## src/rtl/dbi_rx_cmd_decoder_pkg.sv

```systemverilog
// Shared opcodes, FSM state encoding and panel defaults
// for the DBI receive-side command decoder.
package dbi_rx_cmd_decoder_pkg;

    localparam logic [7:0] OP_SOFT_RST = 8'h01;
    localparam logic [7:0] OP_DISP_ON  = 8'h29;
    localparam logic [7:0] OP_CASET    = 8'h2A;
    localparam logic [7:0] OP_RASET    = 8'h2B;
    localparam logic [7:0] OP_RAMWR    = 8'h2C;
    localparam logic [7:0] OP_MADCTL   = 8'h36;

    localparam int H_RES_DEF = 320;
    localparam int V_RES_DEF = 240;
    localparam int BPP_DEF   = 2;

    typedef enum logic [2:0] {
        S_IDLE,
        S_RST_WAIT,
        S_COL,
        S_ROW,
        S_ACS,
        S_STM,
        S_DRAIN
    } state_t;

    function automatic logic range_ok(
        input logic [15:0] s,
        input logic [15:0] e,
        input int          res
    );
        return (s <= e) && (int'(e) < res);
    endfunction

endpackage

```

## src/rtl/dbi_rx_cmd_decoder_if.sv

```systemverilog
// Beat stream from the DBI RX PHY plus the frame-buffer
// write port; slave is the decoder, master drives beats.
interface dbi_rx_cmd_decoder_if #(
    parameter int DW = 8,
    parameter int AW = 18
);
    logic          drp_rx_hrst_i;
    logic [DW-1:0] drp_rx_cmd_typ_i;
    logic [DW-1:0] drp_rx_cmd_dat_i;
    logic          drp_rx_last_i;
    logic          drp_rx_no_dat_i;
    logic          drp_rx_vld_i;
    logic          drp_rx_rdy_o;
    logic          fb_wr_rdy_i;
    logic          fb_wr_vld_o;
    logic [AW-1:0] fb_wr_addr_o;
    logic [DW-1:0] fb_wr_dat_o;

    modport master (
        output drp_rx_hrst_i, drp_rx_cmd_typ_i, drp_rx_cmd_dat_i,
        output drp_rx_last_i, drp_rx_no_dat_i, drp_rx_vld_i,
        output fb_wr_rdy_i,
        input  drp_rx_rdy_o, fb_wr_vld_o, fb_wr_addr_o, fb_wr_dat_o
    );

    modport slave (
        input  drp_rx_hrst_i, drp_rx_cmd_typ_i, drp_rx_cmd_dat_i,
        input  drp_rx_last_i, drp_rx_no_dat_i, drp_rx_vld_i,
        input  fb_wr_rdy_i,
        output drp_rx_rdy_o, fb_wr_vld_o, fb_wr_addr_o, fb_wr_dat_o
    );
endinterface

```

## src/rtl/dbi_rx_win_cursor.sv

```systemverilog
// Windowed write cursor: column, row and byte lane inside
// the active window, turned into a frame-buffer byte address.
module dbi_rx_win_cursor #(
    parameter int H_RES = 320,
    parameter int BPP   = 2,
    parameter int FB_AW = 18
) (
    input  logic             clk,
    input  logic             rst,
    input  logic             clr,
    input  logic             fresh,
    input  logic             step,
    input  logic [15:0]      s_col,
    input  logic [15:0]      e_col,
    input  logic [15:0]      s_row,
    input  logic [15:0]      e_row,
    output logic [FB_AW-1:0] addr
);
    localparam int BSW = (BPP > 1) ? $clog2(BPP) : 1;
    localparam logic [BSW-1:0]   B_LAST = BSW'(BPP - 1);
    localparam logic [FB_AW-1:0] HR     = FB_AW'(H_RES);
    localparam logic [FB_AW-1:0] BP     = FB_AW'(BPP);

    logic [15:0]    col;
    logic [15:0]    row;
    logic [BSW-1:0] bsel;
    logic [15:0]    ec;
    logic [15:0]    er;
    logic [BSW-1:0] eb;

    // a fresh stream starts at the window origin in the same cycle
    assign ec = fresh ? s_col : col;
    assign er = fresh ? s_row : row;
    assign eb = fresh ? '0 : bsel;

    assign addr = (FB_AW'(er) * HR + FB_AW'(ec)) * BP + FB_AW'(eb);

    always_ff @(posedge clk) begin
        if (rst || clr) begin
            col  <= '0;
            row  <= '0;
            bsel <= '0;
        end else if (step) begin
            if (eb == B_LAST) begin
                bsel <= '0;
                if (ec == e_col) begin
                    col <= s_col;
                    row <= (er == e_row) ? s_row : er + 16'd1;
                end else begin
                    col <= ec + 16'd1;
                    row <= er;
                end
            end else begin
                bsel <= eb + 1'b1;
                col  <= ec;
                row  <= er;
            end
        end
    end

endmodule

```

## src/rtl/dbi_rx_cmd_decoder.sv

```systemverilog
// DBI command decoder: window/control registers, reset stall
// and RAMWR byte streaming into the frame buffer.
module dbi_rx_cmd_decoder
    import dbi_rx_cmd_decoder_pkg::*;
#(
    parameter int INTERNAL_CLK  = 125000000,
    parameter int DBI_IF_D_W    = 8,
    parameter int H_RES         = H_RES_DEF,
    parameter int V_RES         = V_RES_DEF,
    parameter int BPP           = BPP_DEF,
    parameter int RST_STALL_CYC = INTERNAL_CLK / 200,
    parameter int FB_AW         = $clog2(H_RES * V_RES * BPP)
) (
    input  logic                  clk,
    input  logic                  rst,
    dbi_rx_cmd_decoder_if.slave   bus,
    output logic                  disp_on_o,
    output logic [DBI_IF_D_W-1:0] acs_ctrl_o,
    output logic                  busy_o,
    output logic                  err_o
);
    localparam int SCW = $clog2(RST_STALL_CYC + 1);
    localparam logic [SCW-1:0] STALL_LD = SCW'(RST_STALL_CYC - 1);
    localparam logic [15:0] COL_MAX = 16'(H_RES - 1);
    localparam logic [15:0] ROW_MAX = 16'(V_RES - 1);

    state_t           state;
    state_t           eff;
    logic [SCW-1:0]   stall;
    logic [1:0]       cnt;
    logic [23:0]      sh;
    logic [15:0]      s_col;
    logic [15:0]      e_col;
    logic [15:0]      s_row;
    logic [15:0]      e_row;
    logic             idle_nd;
    logic             wr;
    logic             rdy;
    logic             acc;
    logic             clr;
    logic             step;
    logic [15:0]      p_s;
    logic [15:0]      p_e;
    logic             p_ok;
    logic [FB_AW-1:0] cur_addr;

    // IDLE treats the opcode beat as the first beat of its command
    always_comb begin
        eff = state;
        if (state == S_IDLE) begin
            unique case (1'b1)
                bus.drp_rx_cmd_typ_i == OP_CASET:  eff = S_COL;
                bus.drp_rx_cmd_typ_i == OP_RASET:  eff = S_ROW;
                bus.drp_rx_cmd_typ_i == OP_MADCTL: eff = S_ACS;
                bus.drp_rx_cmd_typ_i == OP_RAMWR:  eff = S_STM;
                default:                           eff = S_IDLE;
            endcase
        end
    end

    assign idle_nd = (state == S_IDLE) && bus.drp_rx_no_dat_i;

    // hard-reset beats never reach the frame buffer
    assign wr = !rst && bus.drp_rx_vld_i && !bus.drp_rx_hrst_i
                && (eff == S_STM) && !idle_nd;

    always_comb begin
        rdy = 1'b0;
        if (!rst) begin
            if (wr) rdy = bus.fb_wr_rdy_i;
            else    rdy = (state != S_RST_WAIT);
        end
    end

    assign acc  = bus.drp_rx_vld_i && rdy;
    assign step = acc && wr;
    assign clr  = acc && (bus.drp_rx_hrst_i
                  || ((state == S_IDLE)
                      && (bus.drp_rx_cmd_typ_i == OP_SOFT_RST)));

    assign p_s  = sh[23:8];
    assign p_e  = {sh[7:0], bus.drp_rx_cmd_dat_i};
    assign p_ok = range_ok(p_s, p_e, (eff == S_COL) ? H_RES : V_RES);

    assign bus.drp_rx_rdy_o = rdy;
    assign bus.fb_wr_vld_o  = wr;
    assign bus.fb_wr_addr_o = (eff == S_STM) ? cur_addr : '0;
    assign bus.fb_wr_dat_o  = (eff == S_STM) ? bus.drp_rx_cmd_dat_i : '0;
    assign busy_o           = (state == S_RST_WAIT);

    dbi_rx_win_cursor #(
        .H_RES (H_RES),
        .BPP   (BPP),
        .FB_AW (FB_AW)
    ) u_cursor (
        .clk   (clk),
        .rst   (rst),
        .clr   (clr),
        .fresh (state == S_IDLE),
        .step  (step),
        .s_col (s_col),
        .e_col (e_col),
        .s_row (s_row),
        .e_row (e_row),
        .addr  (cur_addr)
    );

    always_ff @(posedge clk) begin
        if (rst || clr) begin
            state      <= rst ? S_IDLE : S_RST_WAIT;
            stall      <= rst ? '0 : STALL_LD;
            cnt        <= '0;
            sh         <= '0;
            s_col      <= '0;
            e_col      <= COL_MAX;
            s_row      <= '0;
            e_row      <= ROW_MAX;
            disp_on_o  <= 1'b0;
            acs_ctrl_o <= '0;
            err_o      <= 1'b0;
        end else if (state == S_RST_WAIT) begin
            if (stall == '0) state <= S_IDLE;
            else             stall <= stall - 1'b1;
        end else if (acc) begin
            unique case (eff)
                S_IDLE: begin
                    if (bus.drp_rx_cmd_typ_i == OP_DISP_ON) begin
                        disp_on_o <= 1'b1;
                    end else begin
                        err_o <= 1'b1;
                        if (!bus.drp_rx_last_i) state <= S_DRAIN;
                    end
                end
                S_COL, S_ROW: begin
                    if (idle_nd) begin
                        err_o <= 1'b1;
                    end else if (cnt != 2'd3) begin
                        sh  <= {sh[15:0], bus.drp_rx_cmd_dat_i};
                        cnt <= cnt + 2'd1;
                        state <= eff;
                        if (bus.drp_rx_last_i) begin
                            err_o <= 1'b1;
                            cnt   <= '0;
                            state <= S_IDLE;
                        end
                    end else begin
                        cnt <= '0;
                        if (!bus.drp_rx_last_i) begin
                            err_o <= 1'b1;
                            state <= S_DRAIN;
                        end else begin
                            state <= S_IDLE;
                            if (!p_ok) begin
                                err_o <= 1'b1;
                            end else if (eff == S_COL) begin
                                s_col <= p_s;
                                e_col <= p_e;
                            end else begin
                                s_row <= p_s;
                                e_row <= p_e;
                            end
                        end
                    end
                end
                S_ACS: begin
                    if (idle_nd) begin
                        err_o <= 1'b1;
                    end else if (bus.drp_rx_last_i) begin
                        acs_ctrl_o <= bus.drp_rx_cmd_dat_i;
                        state      <= S_IDLE;
                    end else begin
                        err_o <= 1'b1;
                        state <= S_DRAIN;
                    end
                end
                S_STM: begin
                    state <= (bus.drp_rx_last_i || idle_nd)
                             ? S_IDLE : S_STM;
                end
                S_DRAIN: begin
                    if (bus.drp_rx_last_i) state <= S_IDLE;
                end
                default: ;
            endcase
        end
    end

endmodule
```

## src/flat_wrapper.sv

```systemverilog
// flat-port wrapper written by rule: the top's interface ports become plain ports
module dbi_rx_cmd_decoder_flat import dbi_rx_cmd_decoder_pkg::*;
#(
    parameter int INTERNAL_CLK  = 125000000,
    parameter int DBI_IF_D_W    = 8,
    parameter int H_RES         = H_RES_DEF,
    parameter int V_RES         = V_RES_DEF,
    parameter int BPP           = BPP_DEF,
    parameter int RST_STALL_CYC = INTERNAL_CLK / 200,
    parameter int FB_AW         = $clog2(H_RES * V_RES * BPP)
)
  (clk, rst, disp_on_o, acs_ctrl_o, busy_o, err_o, bus_drp_rx_hrst_i, bus_drp_rx_cmd_typ_i, bus_drp_rx_cmd_dat_i, bus_drp_rx_last_i, bus_drp_rx_no_dat_i, bus_drp_rx_vld_i, bus_fb_wr_rdy_i, bus_drp_rx_rdy_o, bus_fb_wr_vld_o, bus_fb_wr_addr_o, bus_fb_wr_dat_o);
  dbi_rx_cmd_decoder_if bus_i ();
  input  logic clk;
  input  logic rst;
  output logic disp_on_o;
  output logic [DBI_IF_D_W-1:0] acs_ctrl_o;
  output logic busy_o;
  output logic err_o;
  input wire logic [$bits(bus_i.drp_rx_hrst_i)-1:0] bus_drp_rx_hrst_i;
  input wire logic [$bits(bus_i.drp_rx_cmd_typ_i)-1:0] bus_drp_rx_cmd_typ_i;
  input wire logic [$bits(bus_i.drp_rx_cmd_dat_i)-1:0] bus_drp_rx_cmd_dat_i;
  input wire logic [$bits(bus_i.drp_rx_last_i)-1:0] bus_drp_rx_last_i;
  input wire logic [$bits(bus_i.drp_rx_no_dat_i)-1:0] bus_drp_rx_no_dat_i;
  input wire logic [$bits(bus_i.drp_rx_vld_i)-1:0] bus_drp_rx_vld_i;
  input wire logic [$bits(bus_i.fb_wr_rdy_i)-1:0] bus_fb_wr_rdy_i;
  output wire logic [$bits(bus_i.drp_rx_rdy_o)-1:0] bus_drp_rx_rdy_o;
  output wire logic [$bits(bus_i.fb_wr_vld_o)-1:0] bus_fb_wr_vld_o;
  output wire logic [$bits(bus_i.fb_wr_addr_o)-1:0] bus_fb_wr_addr_o;
  output wire logic [$bits(bus_i.fb_wr_dat_o)-1:0] bus_fb_wr_dat_o;
  assign bus_i.drp_rx_hrst_i = bus_drp_rx_hrst_i;
  assign bus_i.drp_rx_cmd_typ_i = bus_drp_rx_cmd_typ_i;
  assign bus_i.drp_rx_cmd_dat_i = bus_drp_rx_cmd_dat_i;
  assign bus_i.drp_rx_last_i = bus_drp_rx_last_i;
  assign bus_i.drp_rx_no_dat_i = bus_drp_rx_no_dat_i;
  assign bus_i.drp_rx_vld_i = bus_drp_rx_vld_i;
  assign bus_i.fb_wr_rdy_i = bus_fb_wr_rdy_i;
  assign bus_drp_rx_rdy_o = bus_i.drp_rx_rdy_o;
  assign bus_fb_wr_vld_o = bus_i.fb_wr_vld_o;
  assign bus_fb_wr_addr_o = bus_i.fb_wr_addr_o;
  assign bus_fb_wr_dat_o = bus_i.fb_wr_dat_o;
  dbi_rx_cmd_decoder #(.INTERNAL_CLK(INTERNAL_CLK), .DBI_IF_D_W(DBI_IF_D_W), .H_RES(H_RES), .V_RES(V_RES), .BPP(BPP), .RST_STALL_CYC(RST_STALL_CYC), .FB_AW(FB_AW)) u_core (.clk(clk), .rst(rst), .bus(bus_i), .disp_on_o(disp_on_o), .acs_ctrl_o(acs_ctrl_o), .busy_o(busy_o), .err_o(err_o));
endmodule
```

## config.mk

```make
export PLATFORM = sky130hd
export DESIGN_NAME = dbi_rx_cmd_decoder_flat
export DESIGN_NICKNAME = d
export VERILOG_FILES = /design/src/rtl/dbi_rx_cmd_decoder_pkg.sv /design/src/rtl/dbi_rx_cmd_decoder_if.sv /design/src/rtl/dbi_rx_win_cursor.sv /design/src/rtl/dbi_rx_cmd_decoder.sv /design/src/flat_wrapper.sv
export SDC_FILE = /design/constraint.sdc
export NUM_CORES = 1
export LEC_CHECK = 0
export ABC_CLOCK_PERIOD_IN_PS = 12200
export CORE_UTILIZATION = 45
export CTS_CLUSTER_DIAMETER = 80
export DETAILED_ROUTE_END_ITERATION = 10
export GPL_ROUTABILITY_DRIVEN = 0
export GPL_TIMING_DRIVEN = 1
export MAX_ROUTING_LAYER = met4
export PLACE_DENSITY = 0.66
export SYNTH_ARGS = -nofsm -noshare
export SYNTH_HDL_FRONTEND = slang
export SYNTH_HIERARCHICAL = 1
export SYNTH_SLANG_ARGS = --single-unit
export TNS_END_PERCENT = 1
```

## constraint.sdc

```tcl
create_clock -name clk -period 12.2 [get_ports clk]
set_clock_uncertainty 0.1 [all_clocks]
set_input_delay 3.05 -clock clk [delete_from_list [all_inputs] [get_ports clk]]
set_output_delay 3.05 -clock clk [all_outputs]
set_load 0.01 [all_outputs]
```

==> results of run 1 <==
routing by layer:
layer | global-route usage [%] | share of wire [%]
met4 | 7.89 | 2.1
met1 | 33.8 | 45
met3 | 3.37 | 5.6
met5 | - | 0
met2 | 39.7 | 47
path summary, 6_finish.rpt:
kind / slack, ns / start / cells past startpoint / end
worst min-delay path: 0.35 / u_core/u_cursor/col[10] / 2 / u_core/u_cursor/col[10]
worst max register to register: 7.60 / u_core/state[2] / 11 / u_core/u_cursor/row[11]
worst max-delay path: 3.23 / u_core/state[2] / 18 / bus_fb_wr_addr_o[17]
worst min register to register: 0.35 / u_core/u_cursor/col[10] / 2 / u_core/u_cursor/col[10]
per-stage QoR:
step / instance area (um2) / power [mW] / utilization, % / worst slack (ns) / hold slack, ns
after floorplan: 9680 / 0.668 / - / 4.69 / 0.321
after global placement: 10400 / 0.710 / 49.5 / 3.25 / 0.329
after detailed placement: 10400 / 0.711 / 49.5 / 3.26 / 0.338
after CTS: 11000 / 1.25 / 52.4 / 3.23 / 0.353
after global routing: 11000 / 1.29 / 52.4 / 2.80 / 0.389
final: 11000 / 1.25 / 52.4 / 3.23 / 0.349
sequential cells by signal, indices dropped and copies added (netlist names):
| register | cells |
|---|---|
| u_core/s_col | 16 |
| u_core/cnt | 2 |
| u_core/disp_on_o | 1 |
| u_core/e_row | 16 |
| u_core/sh | 24 |
| u_core/acs_ctrl_o | 8 |
| u_core/stall | 20 |
| u_core/u_cursor/row | 16 |
| u_core/u_cursor/bsel | 1 |
| u_core/u_cursor/col | 16 |
| u_core/e_col | 16 |
| u_core/state | 3 |
| u_core/s_row | 16 |
| u_core/err_o | 1 |
area by class of cell:
class	instances	area (um2)	area share [%]
clock buffer	18	439	3.99
sequential	156	3350	30.5
clock inverter	14	156	1.42
multi-input combinational	830	5770	52.4
inverter	63	236	2.15
timing repair buffer	74	708	6.43
tap	275	344	3.13
worst min-delay path: stages (launching register included):
cell and delay, ns:
dfxtp_1 0.32, nand2_1 0.04, o21ai_0 0.05
power breakdown:
group          switching, mW  internal [mW]  leakage (nW)
clock network          0.233          0.311         0.286
registers             0.0184          0.540          1.31
logic                 0.0906         0.0540          3.12
total                  0.342          0.905          4.72
cell families after synthesis:
family / synth area share (%)
AOI/OAI and AO/OA: 14.7
muxes: 12.7
buffers and inverters: 6.00
DFF: 34.7
adders and majority gates: 6.75
and+or+nand+nor: 19.1
xor gates and xnor gates: 6.16
cell usage in the layout (no fill, tap or decap), types with 6 or more instances in the layout:
cell type / n
edfxtp_1: 23
o221ai_1: 7
nand2b_1: 9
xnor2_1: 48
a21o_1: 12
xor2_1: 20
nand3_1: 20
o22ai_1: 8
a31oi_1: 15
clkbuf_16: 17
a21oi_1: 65
a211oi_1: 8
nor4_1: 19
nor2_1: 128
buf_4: 13
o21ai_0: 54
o21ai_1: 6
inv_1: 60
clkdlybuf4s50_1: 61
nand2_1: 68
ha_1: 49
nor3_1: 26
and2_1: 10
and3_1: 33
dfxtp_1: 133
mux2_2: 11
mux2i_1: 105
nand4_1: 9
==> metrics.md, run 1 <==
| Metric | Value |
|---|---|
| Area leader, netlist | `dfxtp_1` |
| Peak supply drop | `102 uV` |
| Final setup vio count | `0` |
| Worst slew margin | `34.1%` |
| Async SR Flop Fraction | `0%` |
| Placed cell count | `1398` |
| Starting Density | `46.0%` |
| Via count | `8226` |
| Clk buf depth | `2` |
| Crit start category | `register` |
| DIE AREA | `0.0221 mm2` |
| Syn Std Cell Area | `0.00968 mm2` |
| Drt wl/cell | `18.5 um` |
| Fmax | `111 MHz` |
| 1st-iter DRT viols | `765` |
| Rows | `53` |
| Total number of yosys warnings | `6` |
| HPWL after DPL | `18.2 mm` |
| Crit path kind | `reg -> out` |
| Worst skew pair latency | `0.43 ns` |
| Final Non-Filler Cells | `1430` |
| Worst Path Buf+Inv | `3` |
| CTS Sinks | `156` |
| Final Hold Vio Count | `0` |
| Drt drc | `0` |
| Min-Delay Path Class | `reg -> reg` |
| Slowest-stage cell, CP | `buf_4` |
| Post-synth EDFFs | `23` |
| CP Data Arrival Time | `5.82 ns` |
| PortBufs | `61` |
| Layout fillers | `1967` |
| # IOs | `62` |
| Setup_tns | `0 ns` |
| CP Capture Type | `primary output` |
| # hold bufs at CTS | `0` |
| Critical path's top delay family | `buffers and inverters` |
| Ratio of final minimum period to clock period | `73.5%` |
| Fraction of layout cells with a size suffix above 1 | `6.84%` |
| Critical path, cell by cell | `nor3_2 -> buf_4 -> mux2i_1 -> inv_1 -> ha_1 -> ha_1 -> fa_1 -> a21o_1 -> a21oi_1 -> o21bai_1 -> a21oi_1 -> xnor2_1 -> ha_1 -> a21oi_1 -> o21ai_0 -> xnor2_1 -> and3_1 -> clkdlybuf4s50_1` |
| Worst Path Required | `9.05 ns` |
| Vias in the first global route | `7572` |
| Count of pins over their slew limit | `0` |
| CTS root buffer | `clkbuf_16` |
| Die height | `149 um` |
| Avg Inst Size Synth | `8.72 um2` |
| Slowest stage delay, CP | `0.63 ns` |
| Sequential area share after synthesis | `34.7%` |
| Cts bufs inserted | `17` |
| Post-CTS setup-driven buffer insertion count | `0` |
| Pin count of the biggest net entering global routing | `51` |
| Pleak | `4.72 nW` |
| Pre-Repair DR Iteration Count | `5` |
| CTS H-Tree Depth | `4` |
| RSZ-0062 raised after global routing | `no` |
| Worst-Margin Slew | `0.984 ns` |
| Mapped Nets | `1184` |
| Vias per inst | `5.75` |
| Max FO, Critical Path | `50` |
| Max Cap Viol | `0` |
| Crit path time final | `8.97 ns` |
| Status | `finished, final reports clean` |
| Clock-pin slew on the worst setup and hold paths | `0.06 ns` |
| Die X | `149 um` |
| Share of the synthesized area in the top cell type | `27.5%` |
| Most common cell in the synthesized netlist | `dfxtp_1` |
| Top post-synthesis cells by count | `dfxtp_1, nor2_1, mux2i_1, nand2_1, a21oi_1` |
| GRT Overall Usage | `25.4%` |
| Total gr overflow | `0` |
| CTS tree | `yes` |
| Core Region | `0.0210 mm2` |
| Nets@finish | `1216` |
| Pwr/cell area | `113 mW/mm2` |
| Global-route wire length before repair | `41.9 mm` |
| # diodes | `0` |
| Post-Route WL | `26.4 mm` |
| Routed Antenna Nets | `0` |
| Seq cells post-synth | `156` |
| Most used DFF post-synth | `dfxtp_1` |
| Initial antenna violation count | `0` |
| Area growth syn-to-layout | `13.8%` |
| Post-CTS Resized | `0` |
| Area contributors post-synth | `dfxtp_1, mux2i_1, edfxtp_1` |
| Distinct cells, synth | `80` |
| Synthesized instance count | `1110` |
(Power assumes the default switching activity.)
==> inputs of run 2 (changes only) <==
Settings changed: ABC_CLOCK_PERIOD_IN_PS 12200 to 8730.
Clock period 12.2 ns to 8.73 ns, I/O delays scaled along.
==> metrics.md, run 2 (same netlist as run 1, synthesis figures left out) <==
| Metric | Value |
|---|---|
| Final Non-Filler Cells | `1433` |
| Pin count of the biggest net entering global routing | `51` |
| Rows | `53` |
| Ratio of final minimum period to clock period | `89.8%` |
| Layout fillers | `1959` |
| Crit start category | `register` |
| CTS root buffer | `clkbuf_16` |
| Biggest regs | `u_core/sh: 24 flops, u_core/stall: 20 flops` |
| Count of pins over their slew limit | `0` |
| Max Cap Viol | `0` |
| Worst Path Required | `6.45 ns` |
| Post-CTS Resized | `0` |
| Pleak | `4.75 nW` |
| Fin util | `52.6%` |
| Routed Antenna Nets | `0` |
| # hold bufs at CTS | `0` |
| Clock-pin slew on the worst setup and hold paths | `0.07 ns` |
| Final setup vio count | `0` |
| # IOs | `62` |
| Die X | `149 um` |
| 1st-iter DRT viols | `655` |
| HPWL after DPL | `18.5 mm` |
| Worst skew pair latency | `0.43 ns` |
| # diodes | `0` |
| CTS Sinks | `156` |
| CTS H-Tree Depth | `4` |
| Commonest non-fill, non-tap cells in the layout | `dfxtp_1, nor2_1, mux2i_1` |
| RSZ-0062 raised after global routing | `no` |
| Initial antenna violation count | `0` |
| Area of the multi-input gates | `0.00577 mm2` |
| Die height | `149 um` |
| Placed cell count | `1401` |
| Area growth syn-to-layout | `14.2%` |
| Post-Route WL | `26.4 mm` |
| Vias per inst | `5.79` |
| Total gr overflow | `0` |
| Starting Density | `46.0%` |
| Min-Delay Path Class | `reg -> reg` |
| Pre-Repair DR Iteration Count | `7` |
| Nets@finish | `1219` |
| Largest reg by FF count | `u_core/sh` |
| DIE AREA | `0.0221 mm2` |
| Crit path kind | `reg -> out` |
| Worst slew margin | `37.4%` |
| Crit path time final | `7.84 ns` |
| Fmax | `128 MHz` |
| Drt wl/cell | `18.4 um` |
| Vias in the first global route | `7807` |
| Setup_tns | `0 ns` |
| CP Data Arrival Time | `5.55 ns` |
| Global-route wire length before repair | `41.9 mm` |
| CTS tree | `yes` |
| PortBufs | `61` |
| Clk buf depth | `2` |
| Drt drc | `0` |
| Number of flip-flops in the largest register | `24` |
| Worst-Margin Slew | `0.937 ns` |
| Pwr/cell area | `159 mW/mm2` |
| Post-CTS setup-driven buffer insertion count | `0` |
| Core Region | `0.0210 mm2` |
| Final Hold Vio Count | `0` |
| GRT Overall Usage | `25.3%` |
| Fraction of layout cells with a size suffix above 1 | `7.08%` |
| Status | `finished, final reports clean` |
| Peak supply drop | `127 uV` |
| CP Capture Type | `primary output` |
| Sequential Area | `0.00335 mm2` |
| Cts bufs inserted | `17` |
| Max FO, Critical Path | `13` |
| Via count | `8294` |
| Leading cell type in the layout, fill and taps excluded | `dfxtp_1` |
-- run 2: cell count changes in the layout (fill, tap and decap cells not counted), sizes merged --
cell	change
buf	+3
clkinv	+1
clkinvlp	-3
inv	+2
-- run 2: critical path, stage by stage, from the launching register on --
cell and delay [ns]:
edfxtp_1 0.61, nor3_2 0.77, mux2i_1 0.47, inv_1 0.16, ha_1 0.31, ha_1 0.23
fa_1 0.40, a21o_1 0.19, a21oi_1 0.22, o21bai_1 0.09, a21oi_1 0.17, xnor2_1 0.14
ha_1 0.28, a21oi_1 0.14, o21ai_0 0.11, xnor2_1 0.14, and3_1 0.16, clkdlybuf4s50_1 0.54
-- run 2: through the flow --
| stage | hold slack (ns) | cell area (um2) | worst slack, ns | total power [mW] |
|---|---|---|---|---|
| 2_1_floorplan | 0.321 | 9680 | 2.09 | 0.934 |
| 3_3_place_gp | 0.333 | 10400 | 1.41 | 0.993 |
| 3_5_place_dp | 0.339 | 10400 | 1.31 | 0.994 |
| 4_1_cts | 0.355 | 11100 | 0.836 | 1.77 |
| 5_1_grt | 0.392 | 11100 | 0.477 | 1.83 |
| 6_report | 0.354 | 11100 | 0.894 | 1.76 |
-- run 2: power breakdown --
part	switching, mW	internal (mW)	total (mW)	leakage, nW
Sequential	0.0248	0.754	0.779	1.31
Clock	0.336	0.442	0.778	0.306
Combinational	0.125	0.0774	0.202	3.14
Total	0.486	1.27	1.76	4.75
-- run 2: cell type report --
| cell class | count | area share (%) |
|---|---|---|
| timing repair buffer | 77 | 6.61 |
| clock inverter | 14 | 1.59 |
| tap | 275 | 3.11 |
| multi-input combinational | 830 | 52.2 |
| inverter | 63 | 2.14 |
| sequential | 156 | 30.3 |
| clock buffer | 18 | 3.97 |
-- run 2: final timing paths --
kind                            slack, ns                      end  cells after the start               startpoint
worst min register to register       0.35  u_core/u_cursor/col[10]                      2  u_core/u_cursor/col[10]
worst max-delay path                 0.89     bus_fb_wr_addr_o[17]                     17          u_core/state[2]
worst max register to register       3.63  u_core/u_cursor/row[11]                     12          u_core/state[2]
worst min-delay path                 0.35  u_core/u_cursor/col[10]                      2  u_core/u_cursor/col[10]
-- run 2: layer usage --
metal	share of wire [%]	track usage [%]	up-vias
met2	47	39.4	293
met4	3.0	9.23	0
met3	5.8	4.94	50
met5	0	-	-
met1	45	32.5	3911
li1	-	-	4040
==> inputs of run 3 (changes only) <==
Settings changed: ABC_CLOCK_PERIOD_IN_PS 8730 to 8800, CTS_CLUSTER_SIZE from default to 30, SLEW_MARGIN from default to 20.
Clock period 8.73 ns to 8.8 ns, I/O delays scaled along.
==> metrics.md, run 3 (same netlist as run 1, synthesis figures left out) <==
| Metric | Value |
|---|---|
| Starting Density | `46.0%` |
| Max FO, Critical Path | `13` |
| GRT Overall Usage | `24.8%` |
| Crit path time final | `7.87 ns` |
| Worst hold stages | `2` |
| Rows | `53` |
| Leading cell type in the layout, fill and taps excluded | `dfxtp_1` |
| Slowest stage delay, CP | `0.81 ns` |
| Hold Crit Start | `u_core/u_cursor/col[10]` |
| Final setup vio count | `0` |
| Critical path, cell by cell | `nor3_2 -> mux2i_1 -> inv_1 -> ha_1 -> ha_1 -> fa_1 -> a21o_1 -> a21oi_1 -> o21bai_1 -> a21oi_1 -> xnor2_1 -> ha_1 -> a21oi_1 -> o21ai_0 -> xnor2_1 -> and3_1 -> clkdlybuf4s50_1` |
| Fmax | `127 MHz` |
| Nets@finish | `1219` |
| Worst Path Required | `6.50 ns` |
| Worst skew pair latency | `0.43 ns` |
| Count of pins over their slew limit | `0` |
| Die height | `149 um` |
| CTS root buffer | `clkbuf_16` |
| HPWL after DPL | `18.2 mm` |
| Initial antenna violation count | `0` |
| Commonest non-fill, non-tap cells in the layout | `dfxtp_1, nor2_1, mux2i_1` |
| CP Data Arrival Time | `5.57 ns` |
| Critical path's top delay family | `adder cells` |
| Worst min-delay path endpoint | `u_core/u_cursor/col[10]` |
| Ratio of final minimum period to clock period | `89.5%` |
| Crit start category | `register` |
| Min-Delay Path Class | `reg -> reg` |
| DIE AREA | `0.0221 mm2` |
| Placed cell count | `1401` |
| # IOs | `62` |
| Core Region | `0.0210 mm2` |
| Biggest regs | `u_core/sh: 24 flops, u_core/stall: 20 flops` |
| Vias per inst | `5.69` |
| CTS tree | `yes` |
| Max Cap Viol | `0` |
| Post-CTS Resized | `0` |
| Fin util | `52.2%` |
| Area growth syn-to-layout | `13.4%` |
| Worst-Margin Slew | `0.972 ns` |
| R2R setup slack | `3.89 ns` |
| 1st-iter DRT viols | `667` |
| Clk buf depth | `2` |
| Pwr/cell area | `151 mW/mm2` |
| Peak supply drop | `125 uV` |
| Largest reg by FF count | `u_core/sh` |
| RSZ-0062 raised after global routing | `no` |
| Drt wl/cell | `18.1 um` |
| Post-Route WL | `26.0 mm` |
| Routed Antenna Nets | `0` |
| Slowest-stage cell, CP | `nor3_2` |
| Fraction of layout cells with a size suffix above 1 | `6.92%` |
| # hold bufs at CTS | `0` |
| Worst Path Buf+Inv | `2` |
| CP Capture Type | `primary output` |
| Crit Reg-Reg Endpoint | `u_core/u_cursor/row[11]` |
| Cts bufs inserted | `17` |
| # diodes | `0` |
| Number of flip-flops in the largest register | `24` |
| CTS Sinks | `156` |
| Drt drc | `0` |
| Reg2reg start | `u_core/state[2]` |
| Global-route wire length before repair | `41.2 mm` |
| Via count | `8138` |
| Total gr overflow | `0` |
| Worst slew margin | `35.0%` |
| Pre-Repair DR Iteration Count | `5` |
| Setup_tns | `0 ns` |
| Reg2reg path depth | `12` |
| Pleak | `4.71 nW` |
| Final Non-Filler Cells | `1431` |
| PortBufs | `61` |
| Post-CTS setup-driven buffer insertion count | `0` |
| Clock-pin slew on the worst setup and hold paths | `0.06 ns` |
| CTS H-Tree Depth | `4` |
| Status | `finished, final reports clean` |
| Vias in the first global route | `7743` |
| Pin count of the biggest net entering global routing | `66` |
| Die X | `149 um` |
| Crit path kind | `reg -> out` |
| Final Hold Vio Count | `0` |
-- run 3: changes by cell type in the layout (fill, tap and decap cells not counted), sizes merged --
cell      delta
bufinv       -2
clkinvlp     +2
clkbuf       -1
clkinv       -1
-- run 3: worst reg2reg max path, cell delays in order, from the launching register on --
cell and delay, ns:
edfxtp_1 0.60, nor3_2 0.81, buf_4 0.25, buf_4 0.26, mux2i_1 0.49, xnor2_1 0.11
nor4_1 0.41, nand4_1 0.64, buf_4 0.47, o31ai_2 0.36, nand2_1 0.10, o311a_1 0.12
a21oi_1 0.13
-- run 3: layout make-up --
class / instances / area, um2
clock inverters: 13 / 109
repair buffers: 77 / 731
flip-flops and latches: 156 / 3350
well taps: 275 / 344
inverters: 63 / 236
multi-input cells: 830 / 5770
fillers: 1972 / 10100
clock buffers: 17 / 425
-- run 3: per-layer routing --
| layer | GRT usage (%) | routed length, um | vias up |
|---|---|---|---|
| met5 | - | 0 | - |
| met4 | 8.20 | 506 | 0 |
| met3 | 4.11 | 1270 | 30 |
| met2 | 39.2 | 12100 | 227 |
| met1 | 32.1 | 12100 | 3858 |
| li1 | - | - | 4023 |
-- run 3: worst max path at each step --
stage	slack, ns	from	end	cells past startpoint
CTS	0.90	u_core/state[2]	bus_fb_wr_addr_o[17]	17
floorplan	2.14	u_core/state[2]	bus_fb_wr_addr_o[17]	20
finish	0.93	u_core/state[2]	bus_fb_wr_addr_o[17]	17
global route	0.49	u_core/state[2]	bus_fb_wr_addr_o[17]	17
detailed placement	1.38	u_core/state[2]	bus_fb_wr_addr_o[17]	16
global placement	1.45	u_core/state[2]	bus_fb_wr_addr_o[17]	17
-- run 3: metrics by stage --
step	hold WS [ns]	area, um2	power (mW)	setup WS [ns]
after floorplan	0.321	9680	0.927	2.14
after global placement	0.334	10400	0.984	1.45
after detailed placement	0.339	10400	0.986	1.38
after CTS	0.354	11000	1.67	0.896
after global routing	0.376	11000	1.72	0.487
final	0.351	11000	1.66	0.927
-- run 3: power by group --
part	switching, mW	total [mW]	internal, mW
combinational	0.123	0.200	0.0766
sequential	0.0249	0.773	0.748
clock	0.321	0.687	0.366
